$ cat config.mk
export PLATFORM = sky130hd
export DESIGN_NAME = beepboop_uart_bridge_flat
export DESIGN_NICKNAME = d
export VERILOG_FILES = /design/src/rtl/beepboop_uart_pkg.sv /design/src/rtl/beepboop_uart_bridge_if.sv /design/src/rtl/beepboop_byte_fifo.sv /design/src/rtl/beepboop_uart_bridge.sv /design/src/flat_wrapper.sv
export SDC_FILE = /design/constraint.sdc
export NUM_CORES = 1
export LEC_CHECK = 0
export CAP_MARGIN = 0
export CORE_MARGIN = 5
export CORE_UTILIZATION = 52
export DETAILED_ROUTE_END_ITERATION = 7
export HOLD_SLACK_MARGIN = 0.15
export PLACE_DENSITY = 0.79
export SYNTH_ARGS = -nofsm -noshare
export SYNTH_HDL_FRONTEND = slang
export SYNTH_SLANG_ARGS = --single-unit
$ cat constraint.sdc
create_clock -name clock -period 3.86 [get_ports clock]
set_input_delay 0.579 -clock clock [delete_from_list [all_inputs] [get_ports clock]]
set_output_delay 0.579 -clock clock [all_outputs]
set_load 0.01 [all_outputs]
$ cat src/rtl/beepboop_uart_pkg.sv
// Shared types and constants for the message-to-UART bridge.
// Provides the TX state enum, the terminator byte and the parity helper.
package beepboop_uart_pkg;

    typedef enum logic [2:0] {
        IDLE,
        START,
        DATA,
        PARITY,
        STOP
    } tx_state_t;

    localparam logic [7:0] MSG_TERMINATOR  = 8'h00;
    localparam logic       UART_IDLE_LEVEL = 1'b1;

    function automatic logic even_parity(input logic [7:0] b);
        return ^b;
    endfunction

endpackage

$ cat src/rtl/beepboop_uart_bridge_if.sv
// Message-bit input and UART-side status bundle of the bridge.
// Ports: bit_in, bit_valid (to bridge); tx, busy, overflow, msg_done (from it).
interface beepboop_uart_bridge_if;

    logic bit_in;
    logic bit_valid;
    logic tx;
    logic busy;
    logic overflow;
    logic msg_done;

    modport master (
        output bit_in,
        output bit_valid,
        input  tx,
        input  busy,
        input  overflow,
        input  msg_done
    );

    modport slave (
        input  bit_in,
        input  bit_valid,
        output tx,
        output busy,
        output overflow,
        output msg_done
    );

endinterface

$ cat src/rtl/beepboop_byte_fifo.sv
// Synchronous byte FIFO with show-ahead read data.
// Ports: clock, reset, push, pop, din, dout, full, empty.
module beepboop_byte_fifo #(
    parameter int DEPTH = 4
) (
    input  logic       clock,
    input  logic       reset,
    input  logic       push,
    input  logic       pop,
    input  logic [7:0] din,
    output logic [7:0] dout,
    output logic       full,
    output logic       empty
);

    localparam int AW = $clog2(DEPTH);

    logic [7:0]  mem [DEPTH];
    logic [AW:0] wr_ptr;
    logic [AW:0] rd_ptr;
    logic        do_pop;
    logic        do_push;

    assign empty = (wr_ptr == rd_ptr);
    assign full  = (wr_ptr[AW] != rd_ptr[AW]) &&
                   (wr_ptr[AW-1:0] == rd_ptr[AW-1:0]);

    // A pop in the same cycle frees the slot, so a full FIFO still
    // accepts the push.
    assign do_pop  = pop && !empty;
    assign do_push = push && (!full || do_pop);

    assign dout = mem[rd_ptr[AW-1:0]];

    always_ff @(posedge clock) begin
        if (reset) begin
            wr_ptr <= '0;
            rd_ptr <= '0;
        end else begin
            if (do_push) wr_ptr <= wr_ptr + 1'b1;
            if (do_pop)  rd_ptr <= rd_ptr + 1'b1;
        end
    end

    always_ff @(posedge clock) begin
        if (do_push) mem[wr_ptr[AW-1:0]] <= din;
    end

endmodule

$ cat src/rtl/beepboop_uart_bridge.sv
// Packs an MSB-first message bit stream into bytes and resends them as
// UART frames (8N1, or 8E1 when BEEPBOOP_UART_PARITY_EN is defined).
// Ports: clock, reset (sync, high), bus (slave): bit_in, bit_valid in;
// tx, busy, overflow (sticky), msg_done (pulse on 0x00 byte) out.
module beepboop_uart_bridge
    import beepboop_uart_pkg::*;
#(
    parameter int CLKS_PER_BIT = 4,
    parameter int FIFO_DEPTH   = 4
) (
    input  logic                   clock,
    input  logic                   reset,
    beepboop_uart_bridge_if.slave  bus
);

    localparam int BW = (CLKS_PER_BIT > 1) ? $clog2(CLKS_PER_BIT) : 1;
    localparam logic [BW-1:0] BAUD_LAST = BW'(CLKS_PER_BIT - 1);

    logic [7:0] shift_reg;
    logic [2:0] cnt;
    logic [7:0] byte_next;
    logic       byte_done;
    logic       is_term;
    logic       done_q;
    logic       ovf_q;

    logic       push;
    logic       pop;
    logic       full;
    logic       empty;
    logic [7:0] dout;

    tx_state_t  state;
    logic [BW-1:0] baud;
    logic [2:0] idx;
    logic [7:0] data;
    logic       tx_q;
    logic       baud_end;

    assign byte_next = {shift_reg[6:0], bus.bit_in};
    assign byte_done = bus.bit_valid && (cnt == 3'd7);
    assign is_term   = (byte_next == MSG_TERMINATOR);

    assign push = byte_done && !is_term;
    assign pop  = (state == IDLE) && !empty;

    beepboop_byte_fifo #(
        .DEPTH (FIFO_DEPTH)
    ) u_fifo (
        .clock (clock),
        .reset (reset),
        .push  (push),
        .pop   (pop),
        .din   (byte_next),
        .dout  (dout),
        .full  (full),
        .empty (empty)
    );

    // Deserializer: any gap in bit_valid discards the partial byte.
    always_ff @(posedge clock) begin
        if (reset) begin
            shift_reg <= '0;
            cnt       <= '0;
            done_q    <= 1'b0;
            ovf_q     <= 1'b0;
        end else begin
            done_q <= byte_done && is_term;
            if (push && full && !pop) ovf_q <= 1'b1;
            if (bus.bit_valid) begin
                shift_reg <= byte_next;
                cnt       <= cnt + 3'd1;
            end else begin
                cnt <= '0;
            end
        end
    end

    assign baud_end = (baud == BAUD_LAST);

    // Every non-IDLE state lasts one bit period; IDLE lasts at least
    // one cycle, which guarantees a gap between frames.
    always_ff @(posedge clock) begin
        if (reset) begin
            state <= IDLE;
            baud  <= '0;
            idx   <= '0;
            data  <= '0;
            tx_q  <= UART_IDLE_LEVEL;
        end else begin
            unique case (state)
                IDLE: begin
                    baud <= '0;
                    tx_q <= UART_IDLE_LEVEL;
                    if (!empty) begin
                        data  <= dout;
                        tx_q  <= 1'b0;
                        state <= START;
                    end
                end
                START: begin
                    if (baud_end) begin
                        baud  <= '0;
                        idx   <= '0;
                        tx_q  <= data[0];
                        state <= DATA;
                    end else begin
                        baud <= baud + BW'(1);
                    end
                end
                DATA: begin
                    if (baud_end) begin
                        baud <= '0;
                        if (idx == 3'd7) begin
`ifdef BEEPBOOP_UART_PARITY_EN
                            tx_q  <= even_parity(data);
                            state <= PARITY;
`else
                            tx_q  <= UART_IDLE_LEVEL;
                            state <= STOP;
`endif
                        end else begin
                            idx  <= idx + 3'd1;
                            tx_q <= data[idx + 3'd1];
                        end
                    end else begin
                        baud <= baud + BW'(1);
                    end
                end
`ifdef BEEPBOOP_UART_PARITY_EN
                PARITY: begin
                    if (baud_end) begin
                        baud  <= '0;
                        tx_q  <= UART_IDLE_LEVEL;
                        state <= STOP;
                    end else begin
                        baud <= baud + BW'(1);
                    end
                end
`endif
                STOP: begin
                    if (baud_end) begin
                        baud  <= '0;
                        state <= IDLE;
                    end else begin
                        baud <= baud + BW'(1);
                    end
                end
                default: begin
                    state <= IDLE;
                end
            endcase
        end
    end

    assign bus.tx       = tx_q;
    assign bus.busy     = (state != IDLE) || !empty;
    assign bus.overflow = ovf_q;
    assign bus.msg_done = done_q;

endmodule

$ cat src/flat_wrapper.sv
// flat-port wrapper written by rule: the top's interface ports become plain ports
module beepboop_uart_bridge_flat import beepboop_uart_pkg::*;
#(
    parameter int CLKS_PER_BIT = 4,
    parameter int FIFO_DEPTH   = 4
)
  (clock, reset, bus_bit_in, bus_bit_valid, bus_tx, bus_busy, bus_overflow, bus_msg_done);
  beepboop_uart_bridge_if bus_i ();
  input  logic clock;
  input  logic reset;
  input wire logic [$bits(bus_i.bit_in)-1:0] bus_bit_in;
  input wire logic [$bits(bus_i.bit_valid)-1:0] bus_bit_valid;
  output wire logic [$bits(bus_i.tx)-1:0] bus_tx;
  output wire logic [$bits(bus_i.busy)-1:0] bus_busy;
  output wire logic [$bits(bus_i.overflow)-1:0] bus_overflow;
  output wire logic [$bits(bus_i.msg_done)-1:0] bus_msg_done;
  assign bus_i.bit_in = bus_bit_in;
  assign bus_i.bit_valid = bus_bit_valid;
  assign bus_tx = bus_i.tx;
  assign bus_busy = bus_i.busy;
  assign bus_overflow = bus_i.overflow;
  assign bus_msg_done = bus_i.msg_done;
  beepboop_uart_bridge #(.CLKS_PER_BIT(CLKS_PER_BIT), .FIFO_DEPTH(FIFO_DEPTH)) u_core (.clock(clock), .reset(reset), .bus(bus_i));
endmodule
* Word-level counts from Yosys, hierarchy flattened
Memory sizes are Yosys's and may differ from the RTL's. A register that Yosys moved wholly into a read port is not among the register bits.
Index checks and enable logic that the tools add are counted.
** Storage, ports and cells
- Word-level logic and storage cells :: 81
- Register bits after elaboration :: 27
- Input port bits :: 4
- Memories kept :: 1
- Output and inout port bits :: 4
- RAM bits :: 32
** Memories
- u_core.u_fifo.mem :: depth 4, bits a word 8, read ports 1, clocked after Yosys merged registers in 1, wr ports 1, line beepboop_byte_fifo.sv:18 : logic [7:0] mem [DEPTH];
** Operators by class
- Bitwise logic cells :: 2
- $lt $le $gt $ge :: 1
- Multiplexer cells :: 20
- Reductions and logical operators :: 27
- Add/subtract/negate cells :: 5
- Equality and inequality tests :: 15
** Operators by type and width (count)
- two-way mux 3 bit :: 7
- adder 3 x 1 -> 3 bit, second input constant :: 4
- one-hot mux 3 bit (4 select lines) :: 1
- equality test 3 bit, second input constant :: 3
- logical AND 1 bit :: 9
- zero test 8 bit :: 1
- != test 2 x 1 -> 1 bit, second input constant :: 4
- two-way mux 1 bit :: 7
- one-hot mux 3 bit (2 select lines) :: 1
- nonzero test 3 bit :: 2
- AND reduction 5 bit :: 1
- zero test 1 bit :: 4
- < comparator 3 x 4 -> 1 bit, second input constant :: 1
- != test 2 bit, second input constant :: 2
- one-hot mux 2 bit (2 select lines) :: 1
- AND reduction 4 bit :: 1
- nonzero test 2 bit :: 2
- binary-select mux 1 bit (select 3 bit) :: 1
- equality test 3 x 1 -> 1 bit, second input constant :: 1
- equality test 3 x 2 -> 1 bit, second input constant :: 1
- equality test 3 bit :: 1
- zero test 3 bit :: 1
- one-hot mux 1 bit (3 select lines) :: 1
- AND reduction 3 bit :: 1
- other kinds (10) :: 12

* Logic depth before layout (Yosys ltp)
Gate-level depths: netlist (run 1).
- Word-level depth :: 8
- Mapped depth :: 6
- Gate-level depth less buffers :: 6

* Cells and area by module
From an unflattened synthesis (run 1), not the netlist that was laid out.
** Second synthesis, totals
- Cell total of the unflattened synthesis :: 231
- Area total of the unflattened synthesis :: 3006.6 µm²
** By module, submodules not included
- beepboop_byte_fifo :: cells each 97, times used 1, area each 1699.1 µm², seq. area each 1121.1 µm²
- beepboop_uart_bridge :: cells each 134, times used 1, area each 1307.5 µm², seq. area each 580.6 µm²

* Worst setup path before layout (run 1)
OpenSTA, ideal clock, no wires.
- Path kind :: register to register
- Start point :: register u_core.idx[0]
- End point :: register u_core.tx_q, in the netlist u_core.bus.tx
- Setup time :: 0.122 ns
- Setup slack :: 1.909 ns
- Clock period less this slack :: 1.951 ns
- Data required time :: 3.738 ns
- Data arrival time :: 1.829 ns
- Stages on the path, launching flop included :: 7
- Path buffers :: 0
- Cell sequence :: dfxtp_1 ha_1 ha_1 mux4_2 o22ai_1 a2111oi_1 a311o_1
** On the way
- Word-level cells in the longest chain between the ends :: 6
- Elaborated cells between the ends (all ways) :: 7
- Classes of those cells :: add/sub: 1; eq/ne: 1; mux: 5
** Ends and longest elaborated chain
- from (decl) :: line beepboop_uart_bridge.sv:35 : logic [2:0] idx;
- from (signal assigned) :: line beepboop_uart_bridge.sv:123 : idx <= idx + 3'd1;
- adder 3 x 1 -> 3 bit :: line beepboop_uart_bridge.sv:124 : tx_q <= data[idx + 3'd1];
- binary-select mux 1 bit (select 3 bit) :: line beepboop_uart_bridge.sv:124
- two-way mux 1 bit (implied by the code) :: line beepboop_uart_bridge.sv:124
- two-way mux 1 bit (*) :: line beepboop_uart_bridge.sv:114 : if (idx == 3'd7) begin
- two-way mux 1 bit (*) :: line beepboop_uart_bridge.sv:112 : if (baud_end) begin
- one-hot mux 1 bit (3 select lines) (*) :: line beepboop_uart_bridge.sv:91 : unique case (state)
- to (signal assigned) :: line beepboop_uart_bridge.sv:105 : tx_q <= data[0];
- to (signal assigned) :: line beepboop_uart_bridge.sv:124
- to (decl) :: line beepboop_uart_bridge.sv:37 : logic tx_q;
Every way passes the cells marked *; elsewhere a longest branch is shown, timed or not. The select of a mux whose other input is x is not followed.
A chain may end at the register's enable or synchronous reset.

* Final worst setup path (run 1)
- Start point :: register u_core.u_fifo.rd_ptr[0]
- End point :: output port bus_busy
** On the way
- Word-level cells in the longest chain between the ends :: 3
** Ends and longest elaborated chain
- from (decl) :: line beepboop_byte_fifo.sv:20 : logic [AW:0] rd_ptr;
- from (signal assigned) :: line beepboop_byte_fifo.sv:41 : if (do_pop) rd_ptr <= rd_ptr + 1'b1;
- equality test 3 bit :: line beepboop_byte_fifo.sv:24 : assign empty = (wr_ptr == rd_ptr);
- zero test 1 bit :: line beepboop_uart_bridge.sv:157 : assign bus.busy = (state != IDLE) || !empty;
- logical OR 1 bit :: line beepboop_uart_bridge.sv:157
- to (decl) :: line flat_wrapper.sv:14 : output wire logic [$bits(bus_i.busy)-1:0] bus_busy;
Every way passes these cells.

==> summary.log, run 1 <==
INFO  yosys          synth_sequential_area_ratio=0.559
INFO  timing         fin_crit=2860ps
INFO  global_route   grt_max_degree=24
INFO  setup_path     timing.rr.end=u_core.bus.tx
INFO  clock_tree     cts.sink_count=67
INFO  cells_and_area n_fill_cell=451
INFO  timing         finalHoldViolCount=0
INFO  detailed_routing routed_wire_length_per_instance=16.8um
INFO  place          placedInstanceArea=0.00306mm^2
INFO  min_path       hold_class=reg -> reg
INFO  status         run_status=finished clean
INFO  setup_path     timing.critical_path.required=3280ps
INFO  detailed_routing routed-wl-met2=2660um
INFO  detailed_routing ant_nets=0
INFO  clock_tree     cts-root-to-sink-buffers=2
INFO  detailed_routing num_vias=1735
INFO  cells_and_area layout.cells.most_common_list=dfxtp_1 (35), edfxtp_1 (32), nor2_1 (23)
INFO  global_route   globalRouteOverflowTotal=0
INFO  yosys          netlist_area=0.00297mm^2
INFO  die            num_io_pins=8
INFO  die            initial_utilization=0.537
INFO  yosys          synth.top_cell.area_share=0.323
INFO  detailed_routing routed_via_density=5.65
INFO  global_route   antenna_found_initial=0
INFO  die            core_area=0.00554mm^2
INFO  cells_and_area area_of_combinational_cells_with_multiple_inputs=0.00121mm^2
INFO  die            die_h=85.6um
INFO  global_route   global_route.usage.total=0.159
INFO  clock_tree     cts.hold.buffers_added=0
INFO  clock_tree     clock_insertion_delay_worst_skew=340ps
INFO  setup_path     crit-reg2reg-launch=u_core.idx[0]
INFO  global_route   grt_pass1_wl=8700um
INFO  yosys          avgSynthCellArea=13.3um^2
INFO  detailed_routing top_sig_layer=met4
INFO  yosys          ys.warnings.count=0
INFO  yosys          top_cells_by_area_in_the_synthesized_netlist=edfxtp_1 (32%), dfxtp_1 (24%), mux4_2 (7.6%)
INFO  power_and_ir_drop leakage=1.12nW
INFO  timing         clock.fmax=349MHz
INFO  yosys          synth_top_area_cell=edfxtp_1
INFO  detailed_routing first_pass_drt_iterations=4
INFO  cells_and_area layout-area-overhead-vs-synth=8.58%
INFO  detailed_routing first_iter_violations=76
INFO  yosys          count_of_flip_flops_with_a_built_in_enable_after_synthesis=32
INFO  yosys          async_sr_flop_fraction=0
INFO  min_path       hold_crit_depth=1
INFO  cells_and_area largest_reg_flops=32
INFO  cells_and_area final_cells=307
INFO  clock_tree     cts_setup_buffers=0
INFO  timing         rsz0062_at_grt=no
INFO  clock_tree     cts-root-buf=clkbuf_8
INFO  clock_tree     clock_tree.htree_level_count=3
INFO  die            floorplan.die.width=85.6um
INFO  clock_tree     clock_slew_at_reported_path_ffs=70ps
INFO  detailed_routing post_route_wl=5160um
INFO  timing         report.final.slew_viol_count=0
INFO  timing         tightest_slew=726ps
INFO  timing         timing.slew.headroom=0.516
INFO  detailed_routing drcViolationCount=0
INFO  setup_path     regToRegSetupSlack=1760ps
INFO  timing         totalNegativeSetupSlack=0ps
INFO  place          globalplace.congestion=0.852
INFO  cells_and_area layout.area.seq=0.00166mm^2
INFO  yosys          synth_cell_type_count=52
INFO  setup_path     timing.critical_path.to_type=primary output
INFO  place          io_buffers=7
INFO  setup_path     arrival=2280ps
INFO  clock_tree     cts_tree=built
INFO  cells_and_area layout_commonest_cell=dfxtp_1
INFO  cells_and_area drive_gt1_frac=0.183
INFO  setup_path     path_max_fanout=11
INFO  detailed_routing met3WireLength=244um
INFO  clock_tree     cts-buffers-inserted=9
INFO  setup_path     rr_worst_depth=6
INFO  flow_run       cap_violations=0
INFO  clock_tree     post_cts_resized=0
INFO  timing         fin_skew=7.54ps
INFO  cells_and_area nets=244
INFO  min_path       min_to=u_core.cnt[0]
INFO  yosys          ys_ff_latch=67
INFO  power_and_ir_drop max-vdd-ir-drop=0.316mV
INFO  yosys          cells_after_synthesis=223
INFO  power_and_ir_drop power_per_cell_area=472mW/mm^2
INFO  timing         fin_crit_sh=0.741
INFO  global_route   first_global_vias=1744
INFO  cells_and_area fin_util=0.583
INFO  setup_path     cp-start-kind=register
INFO  die            num_rows=27
INFO  die            die_area=0.00733mm^2
INFO  place          detailedPlacementHpwl=3710um
INFO  place          post-place-cells=291
INFO  min_path       hp-start=u_core.cnt[0]
INFO  cells_and_area antennaDiodeCount=0
INFO  timing         setup-violations-final=0
INFO  detailed_routing routed_length_on_met1=2180um
INFO  cells_and_area postLayoutCellArea=0.00323mm^2
INFO  yosys          synthesis.nets=237
INFO  setup_path     timing.setup.critical_path_class=reg -> out
INFO  yosys          synth_flop_cell=dfxtp_1
critical path: stages, from the launching register on:
cell and delay, ps:
dfxtp_1 790, xnor2_4 210, nand3_1 140, or2_2 320, clkdlybuf4s50_1 480
synth_stat cells, types with 3 or more instances:
cell	n
a21o_1	3
a21oi_1	11
and3_1	3
buf_4	3
clkbuf_1	4
dfxtp_1	35
edfxtp_1	32
ha_1	10
inv_1	5
mux2i_1	16
mux4_2	10
nand2_1	9
nand3_1	3
nor2_1	23
nor3_1	3
o21ai_0	5
or4_1	3
logic make-up after synthesis:
| group | after synthesis | synth area share |
|---|---|---|
| adder cells (fa/ha/maj) | 11 | 0.0459 |
| flip-flops | 67 | 0.559 |
| AO/OA/AOI/OAI | 30 | 0.0694 |
| XOR/XNOR | 5 | 0.0273 |
| multiplexers | 27 | 0.135 |
| AND/OR/NAND/NOR | 65 | 0.129 |
| buffers and inverters | 18 | 0.0353 |
cell type report:
type	count	area share
clock buffers	10	0.0395
clock inverters	6	0.0132
inverters	6	0.00697
multi-input cells	138	0.374
repair buffers	8	0.0240
well taps	72	0.0279
flip-flops and latches	67	0.515
routing by layer:
layer  track usage  up-vias
met5             0        -
met4        0.0604        0
met3        0.0586        8
met2         0.261       30
met1         0.190      859
li1              -      838
where the power goes:
| part | total, mW | switching, mW | internal [mW] |
|---|---|---|---|
| sequential | 0.815 | 0.0474 | 0.767 |
| combinational | 0.216 | 0.0878 | 0.129 |
| clock | 0.494 | 0.261 | 0.232 |
how the worst max path moves through the flow:
| stage | start | to |
|---|---|---|
| after floorplan | u_core.idx[0] | u_core.bus.tx |
| after global placement | bus_bit_valid | u_core.u_fifo.mem[0][0] |
| after detailed placement | bus_bit_valid | u_core.u_fifo.mem[0][0] |
| after CTS | u_core.u_fifo.rd_ptr[0] | bus_busy |
| after global routing | u_core.u_fifo.rd_ptr[0] | bus_busy |
| final | u_core.u_fifo.rd_ptr[0] | bus_busy |
stage by stage:
step,setup WS [ps],hold slack (ps),total power [mW]
floorplan,1910,403,1.03
CTS,954,450,1.55
finish,999,444,1.52
global placement,1320,428,1.04
detailed placement,1210,439,1.05
global route,801,477,1.61
Note: power is estimated with default switching activity, not from simulation.
==> inputs of run 2 (changes only) <==
==> constraint.sdc (replaced) <==
create_clock -name clock -period 2.95 [get_ports clock]
set_input_delay 0.4425 -clock clock [delete_from_list [all_inputs] [get_ports clock]]
set_output_delay 0.4425 -clock clock [all_outputs]
set_load 0.01 [all_outputs]
==> run 2 against run 1 <==
Compared with the run above:
- clock-buffer cell count rose by 1
- clock power up 37%
- clock skew increased by 3.2 ps
- via count fell by 3.1%
- worst hold slack worse by 12 ps
==> summary.log, run 2 (synthesis results as in run 1) <==
INFO  timing         fin_skew=10.8ps
INFO  place          globalplace.congestion=0.749
INFO  die            floorplan.die.width=85.6um
INFO  place          io_buffers=7
INFO  setup_path     crit-reg2reg-launch=u_core.idx[0]
INFO  setup_path     rr_worst_depth=6
INFO  cells_and_area layout.cells.most_common_list=dfxtp_1 (35), edfxtp_1 (32), nor2_1 (23)
INFO  setup_path     timing.setup.critical_path_class=reg -> out
INFO  setup_path     timing.critical_path.to_type=primary output
INFO  setup_path     path_max_fanout=11
INFO  die            core_area=0.00554mm^2
INFO  detailed_routing top_sig_layer=met4
INFO  clock_tree     cts_setup_buffers=0
INFO  setup_path     critPathCapture=bus_busy
INFO  detailed_routing routed_via_density=5.42
INFO  setup_path     crit_start=u_core.u_fifo.rd_ptr[1]
INFO  detailed_routing first_iter_violations=57
INFO  setup_path     timing.critical_path.required=2510ps
INFO  cells_and_area layout_commonest_cell=dfxtp_1
INFO  detailed_routing routed-wl-met2=2360um
INFO  status         run_status=finished clean
INFO  power_and_ir_drop power_per_cell_area=624mW/mm^2
INFO  detailed_routing routed_wire_length_per_instance=15.6um
INFO  cells_and_area layout-area-overhead-vs-synth=9.68%
INFO  cells_and_area postLayoutCellArea=0.00326mm^2
INFO  timing         fin_crit=2610ps
INFO  global_route   grt_pass1_wl=8380um
INFO  clock_tree     cts_tree=built
INFO  die            num_rows=27
INFO  detailed_routing routed_length_on_met1=2210um
INFO  clock_tree     cts-root-buf=clkbuf_8
INFO  die            die_h=85.6um
INFO  clock_tree     cts.hold.buffers_added=0
INFO  die            num_io_pins=8
INFO  power_and_ir_drop clock_power_share=0.332
INFO  clock_tree     clock_insertion_delay_worst_skew=340ps
INFO  global_route   globalRouteOverflowTotal=0
INFO  timing         rsz0062_at_grt=no
INFO  power_and_ir_drop max-vdd-ir-drop=0.386mV
INFO  timing         tightest_slew=560ps
INFO  timing         clock.fmax=383MHz
INFO  setup_path     arrival=2170ps
INFO  power_and_ir_drop comb_power_share=0.154
INFO  die            initial_utilization=0.537
INFO  place          detailedPlacementHpwl=3480um
INFO  global_route   first_global_vias=1722
INFO  clock_tree     clock_slew_at_reported_path_ffs=80ps
INFO  detailed_routing met3WireLength=162um
INFO  power_and_ir_drop power.share.sequential=0.514
INFO  cells_and_area drive_gt1_frac=0.193
INFO  detailed_routing drcViolationCount=0
INFO  place          placedInstanceArea=0.00308mm^2
INFO  cells_and_area nets=247
INFO  clock_tree     cts.sink_count=67
INFO  timing         finalHoldViolCount=0
INFO  timing         totalNegativeSetupSlack=0ps
INFO  timing         report.final.slew_viol_count=0
INFO  cells_and_area largest_reg_flops=32
INFO  power_and_ir_drop power_switching=0.526mW
INFO  global_route   antenna_found_initial=0
INFO  clock_tree     cts-root-to-sink-buffers=2
INFO  global_route   global_route.usage.total=0.152
INFO  timing         hold_ws=433ps
INFO  setup_path     timing.rr.end=u_core.bus.tx
INFO  place          post-place-cells=294
INFO  setup_path     regToRegSetupSlack=880ps
INFO  setup_path     cp-start-kind=register
INFO  global_route   grt_max_degree=20
INFO  power_and_ir_drop internal-power=1.51mW
INFO  timing         fin_crit_sh=0.885
INFO  min_path       hold_class=reg -> reg
INFO  detailed_routing ant_nets=0
INFO  flow_run       cap_violations=0
INFO  detailed_routing num_vias=1681
INFO  clock_tree     post_cts_resized=0
INFO  power_and_ir_drop leakage=1.14nW
INFO  die            die_area=0.00733mm^2
INFO  detailed_routing post_route_wl=4830um
INFO  clock_tree     cts-buffers-inserted=9
INFO  cells_and_area final_cells=310
INFO  detailed_routing first_pass_drt_iterations=4
INFO  power_and_ir_drop power.share.switching=0.258
INFO  timing         timing.slew.headroom=0.626
INFO  timing         setup-violations-final=0
INFO  clock_tree     clock_tree.htree_level_count=3
INFO  cells_and_area antennaDiodeCount=0
==> run 2: changes by cell type in the layout (fill, tap and decap cells not counted), sizes merged <==
cell,change
clkinv,-4
buf,+3
clkinvlp,+2
clkbuf,+1
inv,+1
==> run 2: worst max-delay path, stage by stage (launching register included) <==
cell and delay (ps):
dfxtp_1 680, xnor2_4 200, nand3_1 150, or2_2 320, clkdlybuf4s50_1 480
==> run 2: per-layer routing <==
metal	up-vias	global-route usage
li1	839	-
met1	814	0.186
met4	0	0.0748
met3	8	0.0500
met2	20	0.242
met5	-	0
==> run 2: metrics by stage <==
step           power (mW)  setup slack (ps)  utilization
2_1_floorplan        1.34               999            -
3_3_place_gp         1.37               744        0.556
3_5_place_dp         1.38               689        0.556
4_1_cts              2.07               303        0.589
5_1_grt              2.15               208        0.589
6_report             2.04               338        0.589
==> run 2: worst min-delay path by stage <==
stage	slack, ps	end	cells past startpoint	from
after floorplan	400	u_core.cnt[0]	1	u_core.cnt[0]
after global placement	420	u_core.cnt[0]	1	u_core.cnt[0]
after detailed placement	420	u_core.cnt[0]	1	u_core.cnt[0]
after CTS	440	u_core.cnt[0]	1	u_core.cnt[0]
after global routing	460	u_core.cnt[0]	1	u_core.cnt[0]
final	430	u_core.cnt[0]	1	u_core.cnt[0]
==> run 2: layout make-up <==
| type | instances | area, um^2 |
|---|---|---|
| clock buffer | 11 | 141 |
| clock inverter | 5 | 38.8 |
| fill | 466 | 2280 |
| inverter | 6 | 22.5 |
| multi-input combinational | 138 | 1210 |
| sequential | 67 | 1660 |
| tap | 72 | 90.1 |
| timing repair buffer | 11 | 100 |
==> run 2: power by group through the flow <==
stage,Combinational (mW),Clock [mW],Sequential [mW]
2_1_floorplan,0.298,0,1.04
3_3_place_gp,0.311,0,1.06
3_5_place_dp,0.316,0,1.07
4_1_cts,0.318,0.708,1.04
5_1_grt,0.346,0.749,1.05
6_report,0.314,0.677,1.05
==> inputs of run 3 (changes only) <==
--- a/config.mk
+++ b/config.mk
@@ -11,6 +11,7 @@
 export DETAILED_ROUTE_END_ITERATION = 7
 export HOLD_SLACK_MARGIN = 0.15
 export PLACE_DENSITY = 0.79
+export SETUP_SLACK_MARGIN = 0.5
 export SYNTH_ARGS = -nofsm -noshare
 export SYNTH_HDL_FRONTEND = slang
 export SYNTH_SLANG_ARGS = --single-unit
==> run 3 against run 2 <==
Compared with the run above:
- cell count did not move
- worst hold slack barely moved
- combinational power barely moved
- clock skew barely moved
- sequential share of layout area rose by 0.052 points
- die area did not move
- routed wire length rose by 0.29%
- sequential power barely moved
- largest power group unchanged
- highest routed layer unchanged
==> summary.log, run 3 (synthesis results as in run 1) <==
INFO  status         run_status=finished clean
INFO  clock_tree     cts_tree=built
INFO  detailed_routing first_pass_drt_iterations=4
INFO  clock_tree     cts-buffers-inserted=9
INFO  detailed_routing routed_via_density=5.44
INFO  min_path       hold_class=reg -> reg
INFO  power_and_ir_drop leakage=1.14nW
INFO  setup_path     timing.setup.critical_path_class=reg -> out
INFO  clock_tree     clock_tree.htree_level_count=3
INFO  cells_and_area fin_util=0.592
INFO  power_and_ir_drop max-vdd-ir-drop=0.386mV
INFO  die            floorplan.die.width=85.6um
INFO  global_route   first_global_vias=1729
INFO  power_and_ir_drop power_switching=0.527mW
INFO  min_path       hold_crit_depth=1
INFO  timing         fin_crit=2370ps
INFO  detailed_routing routed_wire_length_per_instance=15.6um
INFO  detailed_routing post_route_wl=4840um
INFO  power_and_ir_drop comb_power_share=0.154
INFO  setup_path     timing.critical_path.slowest_cell_delay=480ps
INFO  timing         fin_skew=10.5ps
INFO  cells_and_area layout.cells.most_common_list=edfxtp_1 (32), dfxtp_1 (28), nor2_1 (23)
INFO  setup_path     timing.critical_path.required=2510ps
INFO  setup_path     path_cells=or3_4 > or2_2 > clkdlybuf4s50_1
INFO  setup_path     crit_slowest_cell=clkdlybuf4s50_1
INFO  cells_and_area layout-area-overhead-vs-synth=10.3%
INFO  cells_and_area n_fill_cell=463
INFO  power_and_ir_drop clock_power_share=0.333
INFO  global_route   grt_pass1_wl=8420um
INFO  cells_and_area nets=247
INFO  timing         setup-violations-final=0
INFO  timing         hold_ws=433ps
INFO  die            num_io_pins=8
INFO  setup_path     arrival=1930ps
INFO  timing         rsz0062_at_grt=no
INFO  setup_path     critical_path_buf_inv_count=1
INFO  timing         tightest_slew=531ps
INFO  detailed_routing drcViolationCount=0
INFO  cells_and_area largest_reg_flops=32
INFO  place          detailedPlacementHpwl=3480um
INFO  flow_run       cap_violations=0
INFO  place          globalplace.congestion=0.749
INFO  setup_path     worst_path_dominant_cell_family=simple AND/OR/NAND/NOR gates
INFO  cells_and_area drive_gt1_frac=0.227
INFO  detailed_routing num_vias=1685
INFO  detailed_routing ant_nets=0
INFO  timing         timing.slew.headroom=0.646
INFO  setup_path     rr_worst_depth=6
INFO  power_and_ir_drop internal-power=1.51mW
INFO  clock_tree     cts.sink_count=67
INFO  global_route   antenna_found_initial=0
INFO  die            die_h=85.6um
INFO  clock_tree     clock_insertion_delay_worst_skew=340ps
INFO  timing         report.final.slew_viol_count=0
INFO  global_route   globalRouteOverflowTotal=0
INFO  global_route   grt_max_degree=20
INFO  timing         fin_crit_sh=0.804
INFO  die            num_rows=27
INFO  power_and_ir_drop power.share.sequential=0.513
INFO  global_route   global_route.usage.total=0.152
INFO  setup_path     cp-start-kind=register
INFO  die            core_area=0.00554mm^2
INFO  cells_and_area layout_commonest_cell=edfxtp_1
INFO  die            initial_utilization=0.537
INFO  setup_path     regToRegSetupSlack=890ps
INFO  power_and_ir_drop power.share.switching=0.259
INFO  place          io_buffers=7
INFO  clock_tree     cts.hold.buffers_added=0
INFO  timing         finalHoldViolCount=0
INFO  setup_path     timing.critical_path.to_type=primary output
INFO  setup_path     timing.critical_path.depth=3
INFO  setup_path     path_max_fanout=14
INFO  cells_and_area antennaDiodeCount=0
INFO  clock_tree     cts-root-buf=clkbuf_8
INFO  timing         clock.fmax=421MHz
INFO  timing         totalNegativeSetupSlack=0ps
INFO  clock_tree     clock_slew_at_reported_path_ffs=80ps
INFO  die            die_area=0.00733mm^2
INFO  clock_tree     cts-root-to-sink-buffers=2
INFO  detailed_routing first_iter_violations=57
INFO  power_and_ir_drop power_per_cell_area=621mW/mm^2
==> run 3: changes by cell type in the layout (fill, tap and decap cells not counted) <==
cell     change
xnor2_1      -1
dfxtp_1      -7
xnor2_2      +1
dfxtp_4      +1
dfxtp_2      +6
==> run 3: metal layers <==
layer | vias to the layer above | GRT usage | part of all wire
met5 | - | 0 | 0
met4 | 0 | 0.0748 | 0.019
met3 | 8 | 0.0500 | 0.034
met2 | 22 | 0.242 | 0.49
met1 | 815 | 0.187 | 0.46
li1 | 840 | - | -
==> run 3: cell type report <==
type	count	area, um^2	share of cell area
Clock inverter	5	38.8	0.0118
Multi-Input combinational cell	138	1210	0.370
Inverter	6	22.5	0.00686
Tap cell	72	90.1	0.0275
Timing Repair Buffer	11	100	0.0305
Sequential cell	67	1670	0.510
Clock buffer	11	141	0.0431
==> run 3: worst reg2reg max path, cell delays in order (launching register included) <==
cell and delay [ps]:
dfxtp_1 370, ha_1 220, ha_1 350, mux4_2 500
o22ai_1 170, a2111oi_1 70, a311o_1 270
==> run 3: repair_timing <==
action,CTS,global route
hold endpoints to repair,0,0
resized for setup,6,3
setup buffers,0,0
setup endpoints to repair,1,1
==> run 3: power by group through the flow <==
stage                     clock [mW]  combinational, mW  sequential [mW]
after global routing           0.749              0.346             1.05
final                          0.678              0.314             1.05
after floorplan                    0              0.298             1.04
after CTS                      0.708              0.318             1.04
after global placement             0              0.311             1.06
after detailed placement           0              0.316             1.07
==> run 3: through the flow <==
step / instances / total power [mW] / instance area (um^2) / setup slack, ps
final: 310 / 2.04 / 3280 / 577
after global placement: 294 / 1.37 / 3080 / 744
after detailed placement: 294 / 1.38 / 3080 / 689
after global routing: 310 / 2.15 / 3280 / 503
after floorplan: 223 / 1.34 / 2970 / 999
after CTS: 310 / 2.07 / 3280 / 503
==> run 3: path summary, 6_finish.rpt <==
path | from | endpoint
min reg2reg | u_core.cnt[0] | u_core.cnt[0]
max | u_core.state[2] | bus_busy
max reg2reg | u_core.idx[0] | u_core.bus.tx
min | u_core.cnt[0] | u_core.cnt[0]
